**src/rtl/reception_module_if.sv**
```systemverilog
// Bundle between the serial receiver and its neighbours: the en/sda/scl
// triple from the transmitter, the valid/ready word port to the consumer,
// and the status flags.
interface reception_module_if #(
    parameter int DATA_WIDTH = 8
);
    logic                  en_i;
    logic                  sda_i;
    logic                  scl_i;
    logic [DATA_WIDTH-1:0] data_o;
    logic                  valid_o;
    logic                  ready_i;
    logic                  busy_o;
    logic                  frame_err_o;
    logic                  overrun_o;

    // Receiver side
    modport master (
        input  en_i, sda_i, scl_i, ready_i,
        output data_o, valid_o, busy_o, frame_err_o, overrun_o
    );

    // Transmitter/consumer side
    modport slave (
        output en_i, sda_i, scl_i, ready_i,
        input  data_o, valid_o, busy_o, frame_err_o, overrun_o
    );
endinterface

```
**src/rtl/reception_module.sv**
```systemverilog
// Serial receiver: synchronises the asynchronous en/sda/scl triple,
// shifts in DATA_WIDTH bits MSB first on scl rising edges and hands each
// word to a single-entry valid/ready holding register. Flags aborted
// frames, excess clocks and dropped words.
module reception_module #(
    parameter int DATA_WIDTH  = 8,
    parameter int SYNC_STAGES = 2
) (
    input logic                clk_i,
    input logic                reset_i,
    reception_module_if.master bus
);
    localparam int CW = $clog2(DATA_WIDTH + 1);
    localparam logic [CW-1:0] FULL = CW'(DATA_WIDTH);

    typedef enum logic [1:0] {
        IDLE = 2'd0,
        RECV = 2'd1,
        DONE = 2'd2
    } state_t;

    state_t                  state_q, state_d;
    logic [SYNC_STAGES-1:0]  en_sync_q, en_sync_d;
    logic [SYNC_STAGES-1:0]  sda_sync_q, sda_sync_d;
    logic [SYNC_STAGES-1:0]  scl_sync_q, scl_sync_d;
    logic                    scl_q, scl_d;
    logic [DATA_WIDTH-1:0]   shift_q, shift_d;
    logic [CW-1:0]           cnt_q, cnt_d;
    logic [DATA_WIDTH-1:0]   data_q, data_d;
    logic                    valid_q, valid_d;
    logic                    busy_q, busy_d;
    logic                    frame_err_q, frame_err_d;
    logic                    overrun_q, overrun_d;

    logic                    en_s, sda_s, scl_s, scl_rise;
    logic                    push;
    logic [CW-1:0]           cnt_inc;

    assign en_s     = en_sync_q[SYNC_STAGES-1];
    assign sda_s    = sda_sync_q[SYNC_STAGES-1];
    assign scl_s    = scl_sync_q[SYNC_STAGES-1];
    assign scl_rise = scl_s & ~scl_q;
    // Saturate so excess edges can never wrap the count back into range
    assign cnt_inc  = (cnt_q == FULL) ? cnt_q : cnt_q + 1'b1;

    // Synchroniser chains and the delayed scl used for edge detection
    always_comb begin
        en_sync_d  = {en_sync_q[SYNC_STAGES-2:0],  bus.en_i};
        sda_sync_d = {sda_sync_q[SYNC_STAGES-2:0], bus.sda_i};
        scl_sync_d = {scl_sync_q[SYNC_STAGES-2:0], bus.scl_i};
        scl_d      = scl_s;
    end

    // Frame FSM: bit capture on scl_rise, abort / excess-clock detection
    always_comb begin
        state_d     = state_q;
        shift_d     = shift_q;
        cnt_d       = cnt_q;
        push        = 1'b0;
        frame_err_d = 1'b0;
        case (state_q)
            IDLE: begin
                cnt_d = '0;
                if (en_s) begin
                    state_d = RECV;
                    shift_d = '0;
                end
            end
            RECV: begin
                // Sample first, then judge an en fall against the new count
                if (scl_rise) begin
                    shift_d = {shift_q[DATA_WIDTH-2:0], sda_s};
                    cnt_d   = cnt_inc;
                end
                if (cnt_d == FULL) begin
                    push    = 1'b1;
                    state_d = DONE;
                end else if (!en_s) begin
                    frame_err_d = (cnt_d != '0);
                    state_d     = IDLE;
                    cnt_d       = '0;
                end
            end
            DONE: begin
                if (!en_s) begin
                    state_d = IDLE;
                end else if (scl_rise) begin
                    frame_err_d = 1'b1;
                end
            end
            default: state_d = IDLE;
        endcase
    end

    // Single-entry holding register; a push with a full, stalled slot is lost
    always_comb begin
        data_d    = data_q;
        valid_d   = valid_q;
        overrun_d = overrun_q;
        if (push) begin
            if (!valid_q || bus.ready_i) begin
                data_d  = shift_d;
                valid_d = 1'b1;
            end else begin
                overrun_d = 1'b1;
            end
        end else if (valid_q && bus.ready_i) begin
            valid_d = 1'b0;
        end
        busy_d = (state_d != IDLE);
    end

    // State and output registers
    always_ff @(posedge clk_i) begin
        if (reset_i) begin
            state_q     <= IDLE;
            en_sync_q   <= '0;
            sda_sync_q  <= '0;
            scl_sync_q  <= '0;
            scl_q       <= 1'b0;
            shift_q     <= '0;
            cnt_q       <= '0;
            data_q      <= '0;
            valid_q     <= 1'b0;
            busy_q      <= 1'b0;
            frame_err_q <= 1'b0;
            overrun_q   <= 1'b0;
        end else begin
            state_q     <= state_d;
            en_sync_q   <= en_sync_d;
            sda_sync_q  <= sda_sync_d;
            scl_sync_q  <= scl_sync_d;
            scl_q       <= scl_d;
            shift_q     <= shift_d;
            cnt_q       <= cnt_d;
            data_q      <= data_d;
            valid_q     <= valid_d;
            busy_q      <= busy_d;
            frame_err_q <= frame_err_d;
            overrun_q   <= overrun_d;
        end
    end

    assign bus.data_o      = data_q;
    assign bus.valid_o     = valid_q;
    assign bus.busy_o      = busy_q;
    assign bus.frame_err_o = frame_err_q;
    assign bus.overrun_o   = overrun_q;
endmodule
```
**src/flat_wrapper.sv**
```systemverilog
// flat-port wrapper written by rule: the top's interface ports become plain ports
module reception_module_flat 
#(
    parameter int DATA_WIDTH  = 8,
    parameter int SYNC_STAGES = 2
)
  (clk_i, reset_i, bus_en_i, bus_sda_i, bus_scl_i, bus_ready_i, bus_data_o, bus_valid_o, bus_busy_o, bus_frame_err_o, bus_overrun_o);
  reception_module_if #(.DATA_WIDTH(DATA_WIDTH)) bus_i ();
  input logic clk_i;
  input logic reset_i;
  input wire logic [$bits(bus_i.en_i)-1:0] bus_en_i;
  input wire logic [$bits(bus_i.sda_i)-1:0] bus_sda_i;
  input wire logic [$bits(bus_i.scl_i)-1:0] bus_scl_i;
  input wire logic [$bits(bus_i.ready_i)-1:0] bus_ready_i;
  output wire logic [$bits(bus_i.data_o)-1:0] bus_data_o;
  output wire logic [$bits(bus_i.valid_o)-1:0] bus_valid_o;
  output wire logic [$bits(bus_i.busy_o)-1:0] bus_busy_o;
  output wire logic [$bits(bus_i.frame_err_o)-1:0] bus_frame_err_o;
  output wire logic [$bits(bus_i.overrun_o)-1:0] bus_overrun_o;
  assign bus_i.en_i = bus_en_i;
  assign bus_i.sda_i = bus_sda_i;
  assign bus_i.scl_i = bus_scl_i;
  assign bus_i.ready_i = bus_ready_i;
  assign bus_data_o = bus_i.data_o;
  assign bus_valid_o = bus_i.valid_o;
  assign bus_busy_o = bus_i.busy_o;
  assign bus_frame_err_o = bus_i.frame_err_o;
  assign bus_overrun_o = bus_i.overrun_o;
  reception_module #(.DATA_WIDTH(DATA_WIDTH), .SYNC_STAGES(SYNC_STAGES)) u_core (.clk_i(clk_i), .reset_i(reset_i), .bus(bus_i));
endmodule
```
**config.mk**
```make
export PLATFORM = sky130hd
export DESIGN_NAME = reception_module_flat
export DESIGN_NICKNAME = d
export VERILOG_FILES = /design/src/rtl/reception_module_if.sv /design/src/rtl/reception_module.sv /design/src/flat_wrapper.sv
export SDC_FILE = /design/constraint.sdc
export NUM_CORES = 1
export LEC_CHECK = 0
export BUFFER_PORTS_ARGS = -buffer_cell sky130_fd_sc_hd__buf_2
export CAP_MARGIN = 20
export CORE_MARGIN = 2
export CORE_UTILIZATION = 48
export CTS_BUF_LIST = sky130_fd_sc_hd__clkbuf_4 sky130_fd_sc_hd__clkbuf_8 sky130_fd_sc_hd__clkbuf_16
export DETAILED_ROUTE_END_ITERATION = 8
export PLACE_DENSITY = 0.68
export SETUP_SLACK_MARGIN = 0.1
export SYNTH_ARGS = -nofsm -noshare
export SYNTH_HDL_FRONTEND = slang
export SYNTH_SLANG_ARGS = --single-unit
```
**constraint.sdc**
```tcl
create_clock -name clk_i -period 6.6 [get_ports clk_i]
set_input_delay 0 -clock clk_i [delete_from_list [all_inputs] [get_ports clk_i]]
set_output_delay 0 -clock clk_i [all_outputs]
set_load 0.05 [all_outputs]
```
* Yosys cells after proc, flatten, opt, wreduce, memory -nomap -nowiden
Cells that the tools add are included.
W data, S select, Z words.
** Storage, ports and cells
- Flip-flop bits (word level) :: 33
- Input bits :: 6
- Output and inout bits :: 12
- Logic and storage cells :: 55
** Cells by class
- Add/subtract/negate cells :: 1
- Bitwise operators :: 3
- Reductions and logical operators :: 11
- Mux-type cells :: 23
- Equal/unequal tests :: 5
** Operator list (count)
- $mux W4 :: 5
- $mux W8 :: 2
- $pmux W8 S2 :: 1
- $mux W1 :: 9
- $eq A4 B4 Y1 const B :: 2
- $pmux W4 S2 :: 1
- $mux W2 :: 3
- $pmux W2 S3 :: 1
- $reduce_and A2 Y1 :: 3
- $reduce_bool A2 Y1 :: 3
- $add A4 B1 Y4 const B :: 1
- $reduce_bool A4 Y1 :: 1
- $eq A2 B1 Y1 const B :: 1
- $eq A2 B2 Y1 const B :: 1
- $logic_not A2 Y1 :: 1
- $ne A2 B2 Y1 const B :: 1
- $not A1 Y1 :: 2
- $pmux W1 S2 :: 1
- $and A1 B1 Y1 :: 1
- $logic_and A1 B1 Y1 :: 1
- $logic_not A1 Y1 :: 1
- $logic_or A1 B1 Y1 :: 1

* Depth between registers and ports, before layout
- Word-level depth :: 9
- Depth in mapped cells :: 8

* Least setup slack after synthesis
Ideal clock, no wire load.
- Path type :: flip-flop to flip-flop
- From :: reg u_core.cnt_q[0]
- To :: reg u_core.data_q[0], in the netlist u_core.bus.data_o[0]
- Clock period less this slack :: 2.068 ns
- Setup slack :: 4.532 ns
- Path buffers :: 0
- Stages on the path, launching flop included :: 7
- Arrival time :: 1.947 ns
- Cell sequence :: dfxtp_1 -> inv_2 -> ha_1 -> nor4_2 -> o31ai_2 -> nor3_4 -> mux2_2
** On the way
- Cells in the longest elaborated chain, start to end :: 8
- Elaborated cells between the ends (all ways) :: 9
- Those cells by class :: add/sub: 1; eq/ne: 2; mux: 5; reduce/logical: 1
** Ends and longest elaborated chain
- from (decl) :: RTL line reception_module.sv:28 : logic [CW-1:0] cnt_q, cnt_d;
- from (signal assigned) :: RTL line reception_module.sv:135 : cnt_q <= cnt_d;
- $add A4 B1 Y4 / $eq A4 B4 Y1 (equally long branches) :: RTL line reception_module.sv:44 : assign cnt_inc = (cnt_q == FULL) ? cnt_q : cnt_q + 1'b1;
- $mux W4 :: RTL line reception_module.sv:44
- $mux W4 * :: RTL line reception_module.sv:71 : if (scl_rise) begin
- $mux W4 * :: RTL line reception_module.sv:61 : case (state_q)
- $eq A4 B4 Y1 * :: RTL line reception_module.sv:75 : if (cnt_d == FULL) begin
- $mux W1 * :: RTL line reception_module.sv:75
- $mux W1 * :: RTL line reception_module.sv:61
- $reduce_and A2 Y1 (no source line) *
- to (signal assigned) :: RTL line reception_module.sv:136 : data_q <= data_d;
- to (decl) :: RTL line reception_module.sv:29 : logic [DATA_WIDTH-1:0] data_q, data_d;
Mark *: on every way between the ends. The rest lies on a longest branch, timed or not. The select of a mux whose other input is x is not followed.
A chain may end at the register's enable or synchronous reset.

* Final worst setup path
- From :: reg u_core.cnt_q[0]
- To :: reg u_core.data_q[7], in the netlist u_core.bus.data_o[7]
Same word-level chain as after synthesis.

==> metrics.md <==
| Metric | Value |
|---|---|
| Status | finished with violations |
| Failing checks | design-rule violations |
| Buffers on Ports | 17 |
| Period Utilization, post-route | 0.351 |
| # diodes | 0 |
| Maximum clock insertion buffer count | 2 |
| Final hold vios | 0 |
| All-Layer GR Usage | 0.170 |
| EDFF count, synth | 0 |
| Sink Count | 33 |
| Largest fanout on the critical path | 8 |
| Synth warn | 0 |
| Mux contribution to synthesized area | 0.0693 |
| Row Count | 19 |
| # Post-CTS Setup Buffers | 0 |
| Total die area | 3470 um2 |
| Largest family of logic cells by synthesized area | simple AND/OR/NAND/NOR gates |
| Fill count | 258 |
| Leakage power | 0.687 nW |
| Crit start category | flop |
| Starting Density | 0.515 |
| Core box area | 2810 um2 |
| Post-synth ARST share | 0 |
| Synth cell types | 40 |
| Hold WC Path Type | in -> reg |
| PwrDens | 207 nW/um2 |
| Overall Power | 337 uW |
| Max-Cap Viols | 0 |
| Clk_skew | 0.00996 ns |
| Initial antenna violation count | 0 |
| Detailed Place HPWL | 1810 um |
| RSZ-0062 raised after global routing | false |
| Number of DRC markers in iteration 0 | 33 |
| Worst IR Drop VDD | 0.145 mV |
| Syn Inst Count | 144 |
| Num ports | 18 |
| Per-cell routed wire length | 13.2 um |
| Fmax | 0.432 GHz |
| Slew HR | 0.648 |
| Synth Area in Compound Gates | 0.157 |
| Register-to-Register Path Depth | 6 |
| Most frequent cells in the layout | dfxtp_1, buf_2, nor2_1 |
| Most common flop cell mapped by yosys | dfxtp_1 |
| Clk_lat worst skew | 0.32 ns |
| TritonCTS Buffers | 5 |
| Vias in the first global route | 1050 |
| Nets | 177 |
| Register area share after synthesis | 0.457 |
| FF+latch count, synth | 33 |
| First-pass DRT Iterations | 6 |
| Grt ovf | 0 |
| Setup violators final | 0 |
| Setup_tns | 0 ns |
| Post-DRT Antenna Nets | 0 |
| Max-slew violations | 0 |
| Post_cts resized | 0 |
| Arrival time at the worst endpoint | 2.53 ns |
| CTS tree | yes |
| Largest net degree at the start of global routing | 34 |
| Layout area overhead | 12.6% |
| Die Y | 58.9 um |
| Worst EP required | 6.82 ns |
| Vias post-DR | 1071 |
| Root buf cell | clkbuf_4 |
| Most common cell after layout, fill and taps aside | dfxtp_1 |
| First-pass GRT wire length | 4400 um |
| # DRC | 1 |
| Syn nets | 156 |
| Layout cells sized above 1 | 0.273 |
| WL final | 2580 um |
| FF/Latch Area | 661 um2 |
| Post-Synth Adder-Cell Area | 0.0519 |
| Tmin final | 2.32 ns |
| Via/cell ratio | 5.46 |
| Clk slew on worst S/H paths | 0.10 ns |
| Post-Syn Area | 1450 um2 |
| CP Class | reg -> reg |
| Hold Crit Depth | 2 |
| Hold-fix buffers, CTS | 3 |
| Placer Congestion | 0.898 |
| Kind of end point of the critical path | flop |
| Die Wd | 58.9 um |
| Simple-gate portion of the synthesized area | 0.233 |
| Syn avg cell area | 10.0 um2 |
| Worst slew pin tran | 0.528 ns |
| Area of the multi-input gates | 738 um2 |
| Post-Synth XOR/XNOR Area | 0 |
| H-tree Lvls | 2 |
==> synth_stat cells (3+ instances only) <==
cell,n,area share
and2b_1,5,0.026
nor3_1,3,0.010
inv_1,3,0.0078
nor2_1,15,0.039
o21a_1,3,0.016
nor2b_1,9,0.039
dfxtp_1,33,0.46
ha_1,6,0.052
o21ai_0,5,0.017
a22oi_1,8,0.042
a21oi_1,6,0.021
nand2_1,3,0.0078
mux2_2,8,0.062
and2b_2,5,0.030
clkbuf_1,3,0.0078
==> layer usage <==
layer | vias to the layer above | global-route usage | wire [um]
li1 | 550 | - | -
met1 | 499 | 0.203 | 1170
met2 | 20 | 0.267 | 1300
met3 | 2 | 0.0462 | 84
met4 | 0 | 0.114 | 17
met5 | - | 0 | 0
==> critical path, cell delays in order (launching register included) <==
cell     delay (ns)
dfxtp_1        0.47
inv_2          0.08
ha_1           0.35
nor4_2         0.37
o31ai_2        0.13
nor3_4         0.41
mux2_2         0.39
==> stage by stage <==
step / instances / utilization / setup slack [ns] / instance area [um2] / hold WS, ns
3_5_place_dp: 186 / 0.548 / 4.33 / 1540 / 0.214
5_1_grt: 196 / 0.580 / 4.17 / 1630 / 0.164
4_1_cts: 196 / 0.580 / 4.31 / 1630 / 0.132
2_1_floorplan: 144 / - / 4.53 / 1450 / 0.128
3_3_place_gp: 186 / 0.548 / 4.42 / 1540 / 0.210
6_report: 196 / 0.580 / 4.28 / 1630 / 0.132
==> final timing paths <==
kind / from / to / slack, ns
max reg2reg: u_core.cnt_q[0] / u_core.bus.data_o[7] / 4.28
min: reset_i / u_core.bus.valid_o / 0.13
min reg2reg: u_core.scl_sync_q[0] / u_core.scl_sync_q[1] / 0.45
max: u_core.cnt_q[0] / u_core.bus.data_o[7] / 4.28
==> final cells by class <==
cell class	instances	share of cell area
multi-input cells	101	0.454
flip-flops and latches	33	0.406
repair buffers	20	0.0708
clock buffers	7	0.0362
well taps	31	0.0238
inverters	4	0.00923
==> logic make-up after synthesis <==
kind of cell,after synthesis
multiplexers,9
AND/OR/NAND/NOR,54
adder cells (fa/ha/maj),6
buffers and inverters,10
flip-flops,33
AO/OA/AOI/OAI,32
==> sequential cells by signal, summed over array words and instances (netlist names), 2 cells and up <==
signal	count
u_core.bus.data_o	8
u_core.cnt_q	4
u_core.en_sync_q	2
u_core.scl_sync_q	2
u_core.sda_sync_q	2
u_core.shift_q	8
u_core.state_q	2
==> where the power goes <==
part,leakage (nW),switching [mW],internal (mW),total [mW]
combinational,0.385,0.0110,0.00751,0.0185
sequential,0.267,0.00167,0.201,0.203
clock,0.0348,0.0609,0.0544,0.115
total,0.687,0.0735,0.263,0.337
(Power assumes the default switching activity.)
